### config.mk
export PLATFORM = sky130hd
export DESIGN_NAME = multicycle_ctrl_flat
export DESIGN_NICKNAME = d
export VERILOG_FILES = /design/src/rtl/multicycle_ctrl_pkg.sv /design/src/rtl/multicycle_ctrl_if.sv /design/src/rtl/multicycle_ctrl_watchdog.sv /design/src/rtl/multicycle_ctrl.sv /design/src/flat_wrapper.sv
export SDC_FILE = /design/constraint.sdc
export NUM_CORES = 1
export LEC_CHECK = 0
export ABC_AREA = 1
export CORE_MARGIN = 1.5
export CORE_UTILIZATION = 40
export DETAILED_ROUTE_END_ITERATION = 10
export PLACE_DENSITY = 0.7
export SLEW_MARGIN = 20
export SYNTH_ARGS = -nofsm -noshare
export SYNTH_HDL_FRONTEND = slang
export SYNTH_SLANG_ARGS = --single-unit
### constraint.sdc
create_clock -name clk_i -period 2.2 [get_ports clk_i]
set_clock_uncertainty 0.2 [all_clocks]
set_input_delay 0.22 -clock clk_i [delete_from_list [all_inputs] [get_ports clk_i]]
set_output_delay 0.22 -clock clk_i [all_outputs]
set_load 0.1 [all_outputs]
### src/rtl/multicycle_ctrl_pkg.sv
// Shared encodings for the multicycle controller: FSM states, opcodes, ALUOp values
// and the control bundle latched in DECODE.
package ctrl_pkg;

    typedef enum logic [2:0] {
        S_IDLE   = 3'd0,
        S_FETCH  = 3'd1,
        S_DECODE = 3'd2,
        S_EXEC   = 3'd3,
        S_WB     = 3'd4,
        S_HALT   = 3'd5
    } state_e;

    localparam logic [5:0] OP_RTYPE = 6'h00;
    localparam logic [5:0] OP_ADDI  = 6'h08;
    localparam logic [5:0] OP_LUI   = 6'h0F;

    localparam logic [2:0] ALUOP_R   = 3'b010;
    localparam logic [2:0] ALUOP_ADD = 3'b000;
    localparam logic [2:0] ALUOP_LUI = 3'b011;

    typedef struct packed {
        logic       reg_dst;
        logic       alu_src;
        logic [2:0] alu_op;
    } ctrl_t;

    function automatic logic op_legal(input logic [5:0] op);
        logic ok;
        case (op)
            OP_RTYPE, OP_ADDI, OP_LUI: ok = 1'b1;
            default:                   ok = 1'b0;
        endcase
        return ok;
    endfunction

    function automatic ctrl_t decode_op(input logic [5:0] op);
        ctrl_t c;
        c = '0;
        case (op)
            OP_RTYPE: begin
                c.reg_dst = 1'b1;
                c.alu_src = 1'b0;
                c.alu_op  = ALUOP_R;
            end
            OP_ADDI: begin
                c.reg_dst = 1'b0;
                c.alu_src = 1'b1;
                c.alu_op  = ALUOP_ADD;
            end
            OP_LUI: begin
                c.reg_dst = 1'b0;
                c.alu_src = 1'b1;
                c.alu_op  = ALUOP_LUI;
            end
            default: c = '0;
        endcase
        return c;
    endfunction

endpackage

### src/rtl/multicycle_ctrl_if.sv
// Fetch handshake and datapath control bundle between the controller (master)
// and the instruction memory / datapath (slave).
interface multicycle_ctrl_if;
    logic       imem_req_o;
    logic       imem_ack_i;
    logic [5:0] ir_op_i;
    logic       pc_we_o;
    logic       ir_we_o;
    logic       reg_dst_o;
    logic       alu_src_o;
    logic [2:0] alu_op_o;
    logic       reg_write_o;

    modport master (
        output imem_req_o, pc_we_o, ir_we_o, reg_dst_o, alu_src_o, alu_op_o, reg_write_o,
        input  imem_ack_i, ir_op_i
    );

    modport slave (
        input  imem_req_o, pc_we_o, ir_we_o, reg_dst_o, alu_src_o, alu_op_o, reg_write_o,
        output imem_ack_i, ir_op_i
    );
endinterface

### src/rtl/multicycle_ctrl_watchdog.sv
// Counts FETCH cycles without an ack; expired_o is high on the last allowed cycle.
module fetch_watchdog #(
    parameter int FETCH_TIMEOUT = 16,
    parameter int TMO_W         = 5
) (
    input  logic clk_i,
    input  logic rst_i,
    input  logic cnt_en_i,
    input  logic clr_i,
    output logic expired_o
);

    localparam logic [TMO_W-1:0] LIMIT = TMO_W'(FETCH_TIMEOUT - 1);

    logic [TMO_W-1:0] cnt_q;
    logic [TMO_W-1:0] cnt_d;

    // next count: clear has priority over increment
    always_comb begin
        cnt_d = cnt_q;
        if (clr_i) begin
            cnt_d = '0;
        end else if (cnt_en_i) begin
            cnt_d = cnt_q + TMO_W'(1);
        end else begin
            cnt_d = cnt_q;
        end
    end

    // count register
    always_ff @(posedge clk_i or posedge rst_i) begin
        if (rst_i) begin
            cnt_q <= '0;
        end else begin
            cnt_q <= cnt_d;
        end
    end

    assign expired_o = (cnt_q == LIMIT);

endmodule

### src/rtl/multicycle_ctrl.sv
// Multicycle CPU controller: FETCH/DECODE/EXEC/WB sequencing with a guarded
// req/ack instruction fetch, latched decode controls and a retired-instruction count.
module multicycle_ctrl
    import ctrl_pkg::*;
#(
    parameter int CNT_W         = 32,
    parameter int FETCH_TIMEOUT = 16,
    parameter int TMO_W         = 5
) (
    input  logic                clk_i,
    input  logic                rst_i,
    input  logic                run_i,
    multicycle_ctrl_if.master   bus,
    output logic                retired_o,
    output logic [CNT_W-1:0]    instr_cnt_o,
    output logic                illegal_o,
    output logic                fetch_err_o,
    output logic [2:0]          state_o
);

    state_e           state_q, state_d;
    ctrl_t            ctrl_q, ctrl_d;
    logic             reg_write_q, reg_write_d;
    logic             retired_q, retired_d;
    logic [CNT_W-1:0] cnt_q, cnt_d;
    logic             illegal_q, illegal_d;
    logic             fetch_err_q, fetch_err_d;
    logic             req_s;
    logic             fetch_we_s;
    logic             wd_en_s;
    logic             wd_clr_s;
    logic             wd_expired_s;

    fetch_watchdog #(
        .FETCH_TIMEOUT (FETCH_TIMEOUT),
        .TMO_W         (TMO_W)
    ) u_watchdog (
        .clk_i     (clk_i),
        .rst_i     (rst_i),
        .cnt_en_i  (wd_en_s),
        .clr_i     (wd_clr_s),
        .expired_o (wd_expired_s)
    );

    // next-state, fetch handshake and control latch logic
    always_comb begin
        state_d     = state_q;
        ctrl_d      = ctrl_q;
        cnt_d       = cnt_q;
        illegal_d   = illegal_q;
        fetch_err_d = fetch_err_q;
        req_s       = 1'b0;
        fetch_we_s  = 1'b0;
        wd_en_s     = 1'b0;
        wd_clr_s    = 1'b1;

        case (state_q)
            S_IDLE: begin
                if (run_i) begin
                    state_d = S_FETCH;
                end else begin
                    state_d = S_IDLE;
                end
            end
            S_FETCH: begin
                req_s    = 1'b1;
                wd_clr_s = 1'b0;
                // an ack on the expiry cycle still completes the fetch
                if (bus.imem_ack_i) begin
                    fetch_we_s = 1'b1;
                    wd_clr_s   = 1'b1;
                    state_d    = S_DECODE;
                end else if (wd_expired_s) begin
                    fetch_err_d = 1'b1;
                    state_d     = S_HALT;
                end else begin
                    wd_en_s = 1'b1;
                end
            end
            S_DECODE: begin
                if (op_legal(bus.ir_op_i)) begin
                    ctrl_d  = decode_op(bus.ir_op_i);
                    state_d = S_EXEC;
                end else begin
                    ctrl_d    = '0;
                    illegal_d = 1'b1;
                    state_d   = S_HALT;
                end
            end
            S_EXEC: begin
                state_d = S_WB;
            end
            S_WB: begin
                cnt_d = cnt_q + CNT_W'(1);
                if (run_i) begin
                    state_d = S_FETCH;
                end else begin
                    state_d = S_IDLE;
                end
            end
            S_HALT: begin
                state_d = S_HALT;
            end
            default: begin
                state_d = S_IDLE;
            end
        endcase

        // WB strobes are registered from the state being entered
        reg_write_d = (state_d == S_WB);
        retired_d   = (state_d == S_WB);
    end

    // state, controls, strobes, counter and sticky flags
    always_ff @(posedge clk_i or posedge rst_i) begin
        if (rst_i) begin
            state_q     <= S_IDLE;
            ctrl_q      <= '0;
            reg_write_q <= 1'b0;
            retired_q   <= 1'b0;
            cnt_q       <= '0;
            illegal_q   <= 1'b0;
            fetch_err_q <= 1'b0;
        end else begin
            state_q     <= state_d;
            ctrl_q      <= ctrl_d;
            reg_write_q <= reg_write_d;
            retired_q   <= retired_d;
            cnt_q       <= cnt_d;
            illegal_q   <= illegal_d;
            fetch_err_q <= fetch_err_d;
        end
    end

    assign bus.imem_req_o  = req_s;
    assign bus.ir_we_o     = fetch_we_s;
    assign bus.pc_we_o     = fetch_we_s;
    assign bus.reg_dst_o   = ctrl_q.reg_dst;
    assign bus.alu_src_o   = ctrl_q.alu_src;
    assign bus.alu_op_o    = ctrl_q.alu_op;
    assign bus.reg_write_o = reg_write_q;

    assign retired_o   = retired_q;
    assign instr_cnt_o = cnt_q;
    assign illegal_o   = illegal_q;
    assign fetch_err_o = fetch_err_q;
    assign state_o     = state_q;

endmodule

### src/flat_wrapper.sv
// flat-port wrapper written by rule: the top's interface ports become plain ports
module multicycle_ctrl_flat import ctrl_pkg::*;
#(
    parameter int CNT_W         = 32,
    parameter int FETCH_TIMEOUT = 16,
    parameter int TMO_W         = 5
)
  (clk_i, rst_i, run_i, retired_o, instr_cnt_o, illegal_o, fetch_err_o, state_o, bus_imem_req_o, bus_pc_we_o, bus_ir_we_o, bus_reg_dst_o, bus_alu_src_o, bus_alu_op_o, bus_reg_write_o, bus_imem_ack_i, bus_ir_op_i);
  multicycle_ctrl_if bus_i ();
  input  logic clk_i;
  input  logic rst_i;
  input  logic run_i;
  output logic retired_o;
  output logic [CNT_W-1:0] instr_cnt_o;
  output logic illegal_o;
  output logic fetch_err_o;
  output logic [2:0] state_o;
  output wire logic [$bits(bus_i.imem_req_o)-1:0] bus_imem_req_o;
  output wire logic [$bits(bus_i.pc_we_o)-1:0] bus_pc_we_o;
  output wire logic [$bits(bus_i.ir_we_o)-1:0] bus_ir_we_o;
  output wire logic [$bits(bus_i.reg_dst_o)-1:0] bus_reg_dst_o;
  output wire logic [$bits(bus_i.alu_src_o)-1:0] bus_alu_src_o;
  output wire logic [$bits(bus_i.alu_op_o)-1:0] bus_alu_op_o;
  output wire logic [$bits(bus_i.reg_write_o)-1:0] bus_reg_write_o;
  input wire logic [$bits(bus_i.imem_ack_i)-1:0] bus_imem_ack_i;
  input wire logic [$bits(bus_i.ir_op_i)-1:0] bus_ir_op_i;
  assign bus_imem_req_o = bus_i.imem_req_o;
  assign bus_pc_we_o = bus_i.pc_we_o;
  assign bus_ir_we_o = bus_i.ir_we_o;
  assign bus_reg_dst_o = bus_i.reg_dst_o;
  assign bus_alu_src_o = bus_i.alu_src_o;
  assign bus_alu_op_o = bus_i.alu_op_o;
  assign bus_reg_write_o = bus_i.reg_write_o;
  assign bus_i.imem_ack_i = bus_imem_ack_i;
  assign bus_i.ir_op_i = bus_ir_op_i;
  multicycle_ctrl #(.CNT_W(CNT_W), .FETCH_TIMEOUT(FETCH_TIMEOUT), .TMO_W(TMO_W)) u_core (.clk_i(clk_i), .rst_i(rst_i), .run_i(run_i), .bus(bus_i), .retired_o(retired_o), .instr_cnt_o(instr_cnt_o), .illegal_o(illegal_o), .fetch_err_o(fetch_err_o), .state_o(state_o));
endmodule
==> reports/summary.txt <==
DR DRC count -> 0
Synth Flop Type -> dfrtp_1
post_cts resized -> 0
# Post-CTS Setup Buffers -> 0
EDFF count, synth -> 0
die height -> 82.6 µm
Final HPWL DP -> 4300 µm
Die W -> 82.6 µm
vias per std cell -> 4.85
reg-to-reg setup timing slack -> 0.39 ns
Clock Path Buffers -> 2
Final Max Tran Viols -> 0
Critical Path Fanout Max -> 4
ANT nets after route -> 0
Synthesis Warnings -> 0
synthesized instance count -> 309
leading area contributor after synthesis -> dfrtp_1
total power -> 0.00312 W
Synth Register Bits -> 47
CTS Buf Count -> 5
CTS root buffer -> clkbuf_8
Crit Path Category -> reg -> out
status -> finished, final reports clean
sequential area share after synthesis -> 0.464
CTS clk-pin slew, worst paths -> 0.09 ns
cell area after technology mapping -> 2540 µm²
commonest cells in the netlist -> nand2_1 (79), inv_1 (50), dfrtp_1 (47), nor2_1 (33), nand3_1 (24)
count of cell types in the netlist -> 30
Worst Path Arrival -> 1.53 ns
final-stage net count -> 382
Skew-Pair Late Insertion Delay -> 0.29 ns
Core Box Area -> 6030 µm²
Final Critical Period -> 1.95 ns
number of global-route vias before repair -> 2013
FF/Latch Area -> 1190 µm²
initial antenna violation count -> 0
ant diodes -> 0
Reg2Reg Depth -> 7
final period utilization -> 0.886
clock sinks -> 47
most common cell in the netlist -> nand2_1
fmax -> 513 MHz
DP Worst Slack -> 0.381 ns
Startpoint Class -> flip-flop
CTS tree -> built
H-tree lvl count -> 2
Setup Viol. Count Final -> 0
crit path from -> u_core.state_o[1]
drt first pass iters -> 4
RSZ-0062 raised after global routing -> no
Layout fillers -> 567
first-pass GRT wire length -> 9270 µm
# IOs -> 57
DR vias -> 2158
post-cts hold buffer count -> 0
multi-input combinational cell area -> 1150 µm²
Initial DRC Count -> 68
Area growth, synth to finish -> 26.8%
Fin. Hold Viols -> 0
Hold WC Path Type -> in -> async
synth top area cells -> dfrtp_1 (46%), nand2_1 (12%), inv_1 (7.4%)
setup ws final -> 0.251 ns
DR WL/cell -> 12.5 µm
Peak VDD IR -> 792 µV
net count after synthesis -> 322
CP endpoint kind -> primary output
worst r2r src -> u_core.u_watchdog.cnt_q[0]
ratio of cells with drive above 1 in the final layout -> 0.224
share of the synthesized area in the top cell type -> 0.464
Die ar. -> 6830 µm²
WL final -> 5550 µm
average size of a mapped cell -> 8.21 µm²
asr flop ratio synth -> 1.00
Fin Hold WS -> 0.0725 ns
max-capacitance violation count -> 0
Initial Util -> 0.421
cell row count -> 28
r2r endpoint -> u_core.u_watchdog.cnt_q[3]
I/O Buffers -> 55
GR Overflow Total -> 0
Power Dens Cells -> 969 nW/µm²
CP Capture Point -> bus_ir_we_o
TNS Setup -> 0 ns
Critical Path RT -> 1.78 ns
GP Congestion -> 0.883
GRT Total Usage -> 0.178
static leakage -> 1.69 nW
pin count of the biggest net entering global routing -> 48
[final cells by class]
type | count | area share
clock buffer | 7 | 0.0268
clock inverter | 1 | 0.00156
inverter | 51 | 0.0595
multi-input combinational | 208 | 0.359
sequential | 47 | 0.371
tap | 75 | 0.0292
timing repair buffer | 56 | 0.153
[power breakdown]
part	switching [W]	internal [W]	total (W)
clock network	0.000280	0.000254	0.000534
logic	0.00114	0.000342	0.00149
registers	0.000112	0.000984	0.00110
[cell usage in the layout (no fill, tap or decap), types with 3 or more instances in the layout]
| cell | count |
|---|---|
| nor2_4 | 5 |
| nand4_1 | 12 |
| ha_1 | 3 |
| clkdlybuf4s50_1 | 9 |
| dfrtp_2 | 7 |
| clkbuf_8 | 6 |
| o21ai_0 | 4 |
| nand2_1 | 79 |
| nor3_1 | 4 |
| nor2_1 | 32 |
| inv_1 | 49 |
| buf_12 | 4 |
| nand3b_1 | 3 |
| xnor2_1 | 7 |
| dfrtp_1 | 38 |
| buf_4 | 43 |
| nand3_1 | 24 |
| xor2_1 | 12 |
| nor3_2 | 3 |
| a21oi_1 | 3 |
[routing by layer]
| metal | vias to the layer above | wire [µm] | GRT usage |
|---|---|---|---|
| met1 | 1032 | 2710 | 0.250 |
| met3 | 2 | 215 | 0.0330 |
| met2 | 42 | 2580 | 0.284 |
| met4 | 0 | 36 | 0.0400 |
| met5 | - | 0 | 0 |
| li1 | 1082 | - | - |
[flip-flops by register name, indices dropped and copies added (netlist names)]
register and count:
u_core.bus.alu_op_o 2, u_core.bus.alu_src_o 1, u_core.bus.reg_dst_o 1, u_core.bus.reg_write_o 1, u_core.fetch_err_o 1, u_core.illegal_o 1, u_core.instr_cnt_o 32, u_core.state_o 3
u_core.u_watchdog.cnt_q 5
[critical path, stage by stage, from the launching register on]
cell,delay [ns]
dfrtp_4,0.51
inv_1,0.11
nand3_1,0.19
nor2_4,0.22
buf_12,0.19
[how the worst min path moves through the flow]
stage               cells past startpoint                from                      to
CTS                                     3               rst_i  u_core.instr_cnt_o[23]
floorplan                               2               run_i       u_core.state_o[0]
finish                                  3               rst_i      u_core.fetch_err_o
detailed placement                      2  u_core.fetch_err_o      u_core.fetch_err_o
global route                            3               rst_i      u_core.fetch_err_o
global placement                        2  u_core.fetch_err_o      u_core.fetch_err_o
[cells by family after synthesis]
kind of cell,share of synthesized area
flip-flops,0.464
adder cells (fa/ha/maj),0.0148
XOR/XNOR,0.0720
buffers and inverters,0.0844
AO/OA/AOI/OAI,0.0276
other,0.00148
AND/OR/NAND/NOR,0.336
[through the flow]
step                      instance area [µm²]  utilization  cells
after global placement                   3120        0.518    437
after detailed placement                 3120        0.518    437
after global routing                     3220        0.534    445
after floorplan                          2570            -    309
after CTS                                3220        0.534    445
final                                    3220        0.534    445
No activity file was read; power rests on OpenSTA's default activity.
